===== config.mk =====
export PLATFORM = sky130hd
export DESIGN_NAME = video_timing_gen_flat
export DESIGN_NICKNAME = d
export VERILOG_FILES = /design/src/rtl/video_timing_gen_if.sv /design/src/rtl/video_timing_gen.sv /design/src/flat_wrapper.sv
export SDC_FILE = /design/constraint.sdc
export NUM_CORES = 1
export LEC_CHECK = 0
export CAP_MARGIN = 20
export CORE_MARGIN = 4
export CORE_UTILIZATION = 40
export CTS_CLUSTER_SIZE = 30
export DETAILED_ROUTE_END_ITERATION = 6
export PLACE_DENSITY = 0.68
export REMOVE_ABC_BUFFERS = 1
export SLEW_MARGIN = 20
export SYNTH_ARGS = -nofsm -noshare
export SYNTH_HDL_FRONTEND = slang
export SYNTH_SLANG_ARGS = --single-unit

===== constraint.sdc =====
create_clock -name clk -period 2.2 [get_ports clk]
set_clock_uncertainty 0.05 [all_clocks]
set_input_delay 0.66 -clock clk [delete_from_list [all_inputs] [get_ports clk]]
set_output_delay 0.66 -clock clk [all_outputs]
set_load 0.1 [all_outputs]

===== src/rtl/video_timing_gen_if.sv =====
// Raster timing bundle: pixel enable in, position and sync flags out.
// The master drives the timing; the slave consumes it.
interface video_timing_gen_if #(
  parameter int CNT_W = 11
);
  logic             en;
  logic [CNT_W-1:0] h_cnt;
  logic [CNT_W-1:0] v_cnt;
  logic             de;
  logic             hsync;
  logic             vsync;
  logic             line_start;
  logic             frame_start;

  modport master (
    input  en,
    output h_cnt,
    output v_cnt,
    output de,
    output hsync,
    output vsync,
    output line_start,
    output frame_start
  );

  modport slave (
    output en,
    input  h_cnt,
    input  v_cnt,
    input  de,
    input  hsync,
    input  vsync,
    input  line_start,
    input  frame_start
  );
endinterface


===== src/rtl/video_timing_gen.sv =====
// Registered raster timing source for the Sobel pipeline.
// Every output carries the decode of the position it reports.
module video_timing_gen #(
  parameter int H_VISIBLE = 640,
  parameter int H_FP      = 16,
  parameter int H_PW      = 96,
  parameter int H_BP      = 48,
  parameter int V_VISIBLE = 480,
  parameter int V_FP      = 10,
  parameter int V_PW      = 2,
  parameter int V_BP      = 33,
  parameter bit HS_POL    = 1'b0,
  parameter bit VS_POL    = 1'b0,
  parameter int CNT_W     = 11
) (
  input  logic clk,
  input  logic rst,
  video_timing_gen_if.master vt
);

  localparam int H_TOTAL =
    H_VISIBLE + H_FP + H_PW + H_BP;
  localparam int V_TOTAL =
    V_VISIBLE + V_FP + V_PW + V_BP;

  localparam logic [CNT_W-1:0] H_LAST =
    CNT_W'(H_TOTAL - 1);
  localparam logic [CNT_W-1:0] V_LAST =
    CNT_W'(V_TOTAL - 1);
  localparam logic [CNT_W-1:0] H_VIS =
    CNT_W'(H_VISIBLE);
  localparam logic [CNT_W-1:0] V_VIS =
    CNT_W'(V_VISIBLE);
  localparam logic [CNT_W-1:0] HS_BEG =
    CNT_W'(H_VISIBLE + H_FP);
  localparam logic [CNT_W-1:0] HS_END =
    CNT_W'(H_VISIBLE + H_FP + H_PW);
  localparam logic [CNT_W-1:0] VS_BEG =
    CNT_W'(V_VISIBLE + V_FP);
  localparam logic [CNT_W-1:0] VS_END =
    CNT_W'(V_VISIBLE + V_FP + V_PW);

  logic [CNT_W-1:0] hc;
  logic [CNT_W-1:0] vc;
  logic [CNT_W-1:0] hc_nxt;
  logic [CNT_W-1:0] vc_nxt;

  logic de_d;
  logic hs_act;
  logic vs_act;
  logic ls_d;
  logic fs_d;

  logic [CNT_W-1:0] h_q;
  logic [CNT_W-1:0] v_q;
  logic             de_q;
  logic             hs_q;
  logic             vs_q;
  logic             ls_q;
  logic             fs_q;

  always_comb begin
    hc_nxt = hc + 1'b1;
    vc_nxt = vc;
    if (hc == H_LAST) begin
      hc_nxt = '0;
      if (vc == V_LAST) begin
        vc_nxt = '0;
      end else begin
        vc_nxt = vc + 1'b1;
      end
    end
  end

  // Decode of the position about to be presented.
  always_comb begin
    de_d   = (hc < H_VIS) && (vc < V_VIS);
    hs_act = (hc >= HS_BEG) && (hc < HS_END);
    vs_act = (vc >= VS_BEG) && (vc < VS_END);
    ls_d   = (hc == HS_BEG);
    fs_d   = (hc == '0) && (vc == '0);
  end

  always_ff @(posedge clk) begin
    if (rst) begin
      hc <= '0;
      vc <= '0;
    end else if (vt.en) begin
      hc <= hc_nxt;
      vc <= vc_nxt;
    end
  end

  // Pulses drop on idle edges so each lasts one clock.
  always_ff @(posedge clk) begin
    if (rst) begin
      h_q  <= '0;
      v_q  <= '0;
      de_q <= 1'b0;
      hs_q <= ~HS_POL;
      vs_q <= ~VS_POL;
      ls_q <= 1'b0;
      fs_q <= 1'b0;
    end else if (vt.en) begin
      h_q  <= hc;
      v_q  <= vc;
      de_q <= de_d;
      hs_q <= hs_act ? HS_POL : ~HS_POL;
      vs_q <= vs_act ? VS_POL : ~VS_POL;
      ls_q <= ls_d;
      fs_q <= fs_d;
    end else begin
      ls_q <= 1'b0;
      fs_q <= 1'b0;
    end
  end

  assign vt.h_cnt       = h_q;
  assign vt.v_cnt       = v_q;
  assign vt.de          = de_q;
  assign vt.hsync       = hs_q;
  assign vt.vsync       = vs_q;
  assign vt.line_start  = ls_q;
  assign vt.frame_start = fs_q;

endmodule


===== src/flat_wrapper.sv =====
// flat-port wrapper written by rule: the top's interface ports become plain ports
module video_timing_gen_flat 
#(
  parameter int H_VISIBLE = 640,
  parameter int H_FP      = 16,
  parameter int H_PW      = 96,
  parameter int H_BP      = 48,
  parameter int V_VISIBLE = 480,
  parameter int V_FP      = 10,
  parameter int V_PW      = 2,
  parameter int V_BP      = 33,
  parameter bit HS_POL    = 1'b0,
  parameter bit VS_POL    = 1'b0,
  parameter int CNT_W     = 11
)
  (clk, rst, vt_en, vt_h_cnt, vt_v_cnt, vt_de, vt_hsync, vt_vsync, vt_line_start, vt_frame_start);
  video_timing_gen_if #(.CNT_W(CNT_W)) vt_i ();
  input  logic clk;
  input  logic rst;
  input wire logic [$bits(vt_i.en)-1:0] vt_en;
  output wire logic [$bits(vt_i.h_cnt)-1:0] vt_h_cnt;
  output wire logic [$bits(vt_i.v_cnt)-1:0] vt_v_cnt;
  output wire logic [$bits(vt_i.de)-1:0] vt_de;
  output wire logic [$bits(vt_i.hsync)-1:0] vt_hsync;
  output wire logic [$bits(vt_i.vsync)-1:0] vt_vsync;
  output wire logic [$bits(vt_i.line_start)-1:0] vt_line_start;
  output wire logic [$bits(vt_i.frame_start)-1:0] vt_frame_start;
  assign vt_i.en = vt_en;
  assign vt_h_cnt = vt_i.h_cnt;
  assign vt_v_cnt = vt_i.v_cnt;
  assign vt_de = vt_i.de;
  assign vt_hsync = vt_i.hsync;
  assign vt_vsync = vt_i.vsync;
  assign vt_line_start = vt_i.line_start;
  assign vt_frame_start = vt_i.frame_start;
  video_timing_gen #(.H_VISIBLE(H_VISIBLE), .H_FP(H_FP), .H_PW(H_PW), .H_BP(H_BP), .V_VISIBLE(V_VISIBLE), .V_FP(V_FP), .V_PW(V_PW), .V_BP(V_BP), .HS_POL(HS_POL), .VS_POL(VS_POL), .CNT_W(CNT_W)) u_core (.clk(clk), .rst(rst), .vt(vt_i));
endmodule

Yosys cells after proc, flatten, opt, wreduce, memory -nomap -nowiden

Cells that the tools add are included.

Register bits after elaboration: 49
Input port bits: 3
Output and inout port bits: 27
Word-level logic and storage cells: 33

$add $sub $neg: 2
Order comparisons: 6
Equality and inequality tests: 3
Muxes and demuxes: 4
Bitwise logic cells: 1
Reductions and logical operators: 8

Operators with widths:

| cell                                                         | number |
|---|---|
| == test 11 x 10 -> 1 bit, second input constant              | 3 |
| adder 11 x 1 -> 11 bit, second input constant                | 2 |
| zero test 11 bit                                             | 2 |
| less-than comparator 11 x 10 -> 1 bit, second input constant | 2 |
| less-than comparator 11 x 9 -> 1 bit, second input constant  | 2 |
| two-way mux 11 bit                                           | 2 |
| >= comparator 11 x 10 -> 1 bit, second input constant        | 1 |
| >= comparator 11 x 9 -> 1 bit, second input constant         | 1 |
| logical AND 1 bit                                            | 4 |
| two-way mux 1 bit                                            | 2 |
| AND reduction 2 bit                                          | 1 |
| OR reduction 2 bit                                           | 1 |
| inverter 1 bit                                               | 1 |

Depth between registers and ports, before layout

Depth in word-level cells: 3
Mapped depth: 7
Mapped depth without buffers: 5

Worst setup path after synthesis

OpenSTA, ideal clock, no wires.

Path kind: input to register
Start: in vt_en
End: reg u_core.vc[7]
Setup time: 0.066 ns
Data arrival time: 1.808 ns
Required time: 2.084 ns
Setup slack: 0.276 ns
Stages: 5
Path buffers: 1
Cells stage by stage: and4_1 > nand4_2 > buf_6 > or4_4 > a21oi_2

Word-level cells in the longest chain between the ends: 1

Ends and longest elaborated chain:

| what                                 | line                   | text |
|---|---|---|
| start, declared                      | flat_wrapper.sv:20     | `input wire logic [$bits(vt_i.en)-1:0] vt_en;` |
| AND reduction 2 bit (no source line) | --                     |  |
| end signal, assigned                 | video_timing_gen.sv:90 | `vc <= vc_nxt;` |
| end, declared                        | video_timing_gen.sv:44 | `logic [CNT_W-1:0] vc;` |

No other way between the ends.
A chain may end at the register's enable or synchronous reset.

Final worst setup path

Start: reg u_core.hc[1]
End: reg u_core.vc[6]

Word-level cells in the longest chain between the ends: 2

Ends and longest elaborated chain:

| what                                 | line                   | text |
|---|---|---|
| start, declared                      | video_timing_gen.sv:43 | `logic [CNT_W-1:0] hc;` |
| start signal, assigned               | video_timing_gen.sv:89 | `hc <= hc_nxt;` |
| == test 11 x 10 -> 1 bit             | video_timing_gen.sv:65 | `if (hc == H_LAST) begin` |
| AND reduction 2 bit (no source line) | --                     |  |

No other way between the ends.

==> impl_metrics.json <==
{
  "r2r_start": "u_core.hc[1]",
  "drtPass1Iterations": 4,
  "maxCapViolCount": 0,
  "root_buffer": "clkbuf_8",
  "ir_worst_vdd_mv": 0.355,
  "ys_warn_count": 0,
  "leakagePower_nw": 1.09,
  "path_max_fanout": 10,
  "regArea_um2": 981,
  "rows": 26,
  "grt_use_total_pct": 14.8,
  "cp-startpoint": "u_core.hc[1]",
  "nNetsFinal": 270,
  "synth_edf_count": 0,
  "core_um2": 5170,
  "yosysTopAreaCellShare_pct": 45.4,
  "fin_crit_ps": 2050,
  "grt_overflow_total": 0,
  "fmaxAchievable_mhz": 487,
  "ys_ff_latch": 49,
  "start_kind": "flop",
  "setup_ws_ps": 146,
  "synth-main-ff-cell": "dfxtp_1",
  "synth.area.top_cells": "dfxtp_1, mux2i_1, nor2_1",
  "syn-instance-count": 234,
  "synth.distinct_cells": 36,
  "postRouteAntennaNets": 0,
  "synth_largest_area_cell": "dfxtp_1",
  "max_slew.worst_pin.slew_ps": 485,
  "setup_violations": 0,
  "min_from": "u_core.vt.h_cnt[4]",
  "drt-initial-drc-count": 74,
  "wirelength_mm": 4.49,
  "area_growth_pct": 31.8,
  "final_hold_viol_count": 0,
  "synth_seq_area_share_pct": 45.4,
  "fill_cells": 446,
  "cts_hold_buf": 0,
  "grt_pass1_wl_mm": 7.66,
  "vias": 1728,
  "status": "completed",
  "cts_buffer_depth": 2,
  "p_seq_share_pct": 58.3,
  "clockPowerShare_pct": 34.0,
  "critPathKind": "reg2reg",
  "p_int_mw": 1.18,
  "initial_core_util_pct": 41.8,
  "switching_share_pct": 23.4,
  "worstPathArrival_ps": 2240,
  "globalplace.congestion": 0.822,
  "avgSynthCellArea_um2": 9.23,
  "multiInputGateArea_um2": 1070,
  "switchingPower_mw": 0.362,
  "drc": 0,
  "power.total_mw": 1.55,
  "cts_resized": 0,
  "synth-async-reset-ratio_pct": 0,
  "die_height_um": 81.5,
  "wl_per_cell_um": 13.5,
  "grt_max_degree": 38,
  "post_cts_buffers": 0,
  "layout_worst_path_cycle_share_pct": 93.4,
  "clkSlewWorstSetupHoldPaths_ps": 80,
  "drv_slew": 0,
  "drive_above_1_share_pct": 18.3,
  "powerDensity_nw_per_um2": 543,
  "antenna_cells": 0,
  "dpl.hpwl_mm": 3.19,
  "grt_pass1_vias": 1673,
  "clk-insertion-delay-late_ps": 300,
  "cp-end-kind": "flop",
  "pin_count": 30,
  "vias_per_cell": 5.20,
  "portBuffers": 29,
  "cts_tree": "built",
  "cts_buffers": 5,
  "combPwrFrac_pct": 7.7,
  "cts.sink_count": 49,
  "synth_area_um2": 2160,
  "relSlewSlack_pct": 67.7,
  "antenna_found_initial": 0,
  "dieArea_um2": 6640,
  "cts_max_level": 2,
  "post-place-ws_ps": 63.5,
  "min_path_type": "reg2reg",
  "rsz0062_at_grt": "no",
  "required_ps": 2390,
  "die_w_um": 81.5
}
==> cells in the mapped netlist (3+ instances only) <==
cell and number:
a21oi_1 11, and4_1 3, buf_1 3, clkbuf_1 9, dfxtp_1 49, ha_1 5, inv_1 7, mux2i_1 22
nand2_1 9, nand2b_1 6, nand3_1 9, nand4_1 8, nor2_1 36, nor3_1 4, o21ai_0 6, o31ai_1 5
or3_1 6, or4_1 3, xnor2_1 3, xor2_1 7
==> stage by stage <==
step                cells  instance area, um^2  utilization, %  TNS, ps  hold WS, ps
finish                332                 2850            55.0        0          463
global route          332                 2850            55.0        0          497
CTS                   332                 2850            55.0        0          473
detailed placement    325                 2760            53.4        0          461
global placement      325                 2760            53.4        0          448
floorplan             218                 2080               -    -6270          434
==> cells in the final DEF, fill, tap and decap left out, drive strengths merged, types with 7 or more instances in the layout <==
master   n
inv      7
nand3    9
nor2    36
buf     36
nand2    9
nand4    9
xor2     7
a21oi   13
dfxtp   49
mux2i   22
clkbuf   7
==> registers in the layout (all words and copies together) (netlist names) <==
signal,count
u_core.hc,11
u_core.vc,11
u_core.vt.h_cnt,11
u_core.vt.v_cnt,11
u_core.vt.de,1
u_core.vt.frame_start,1
u_core.vt.hsync,1
u_core.vt.line_start,1
u_core.vt.vsync,1
==> metal layers <==
metal / up-vias / wire, um / global-route usage (%)
li1: 871 / - / -
met1: 820 / 2090 / 18.9
met2: 32 / 2150 / 24.4
met3: 5 / 194 / 2.96
met4: 0 / 52 / 5.74
met5: - / 0 / 0
==> power groups by stage <==
stage	sequential, mW	clock (mW)	combinational (mW)
2_1_floorplan	0.954	0	0.0299
3_5_place_dp	0.922	0	0.119
4_1_cts	0.901	0.550	0.120
5_1_grt	0.902	0.578	0.128
3_3_place_gp	0.921	0	0.119
6_report	0.901	0.526	0.119
==> cell families after synthesis <==
kind of cell | after synthesis | share of synthesized area (%)
adders and majority gates | 5 | 2.90
buffers and inverters | 23 | 4.81
xor gates and xnor gates | 10 | 4.06
AOI/OAI and AO/OA | 26 | 7.30
and+or+nand+nor | 99 | 25.3
muxes | 22 | 10.2
DFF | 49 | 45.4
==> worst paths after layout <==
path                                      endpoint  slack (ps)  cells after the start
worst min-delay path            u_core.vt.h_cnt[4]         460                      2
worst max-delay path                  u_core.vc[6]         150                      6
worst max register to register        u_core.vc[6]         150                      6
worst min register to register  u_core.vt.h_cnt[4]         460                      2
==> cell type report <==
| class | count | share of cell area [%] |
|---|---|---|
| clock buffers | 7 | 3.03 |
| well taps | 70 | 3.08 |
| multi-input cells | 162 | 37.8 |
| inverters | 7 | 0.923 |
| repair buffers | 37 | 20.7 |
| flip-flops and latches | 49 | 34.5 |
==> critical path: stages (launching register included) <==
cell and delay (ps):
dfxtp_1 430, ha_1 230, and4_1 240, nand4_2 180
buf_4 220, or4_1 510, a21oi_1 140
No activity file was read; power rests on OpenSTA's default activity.
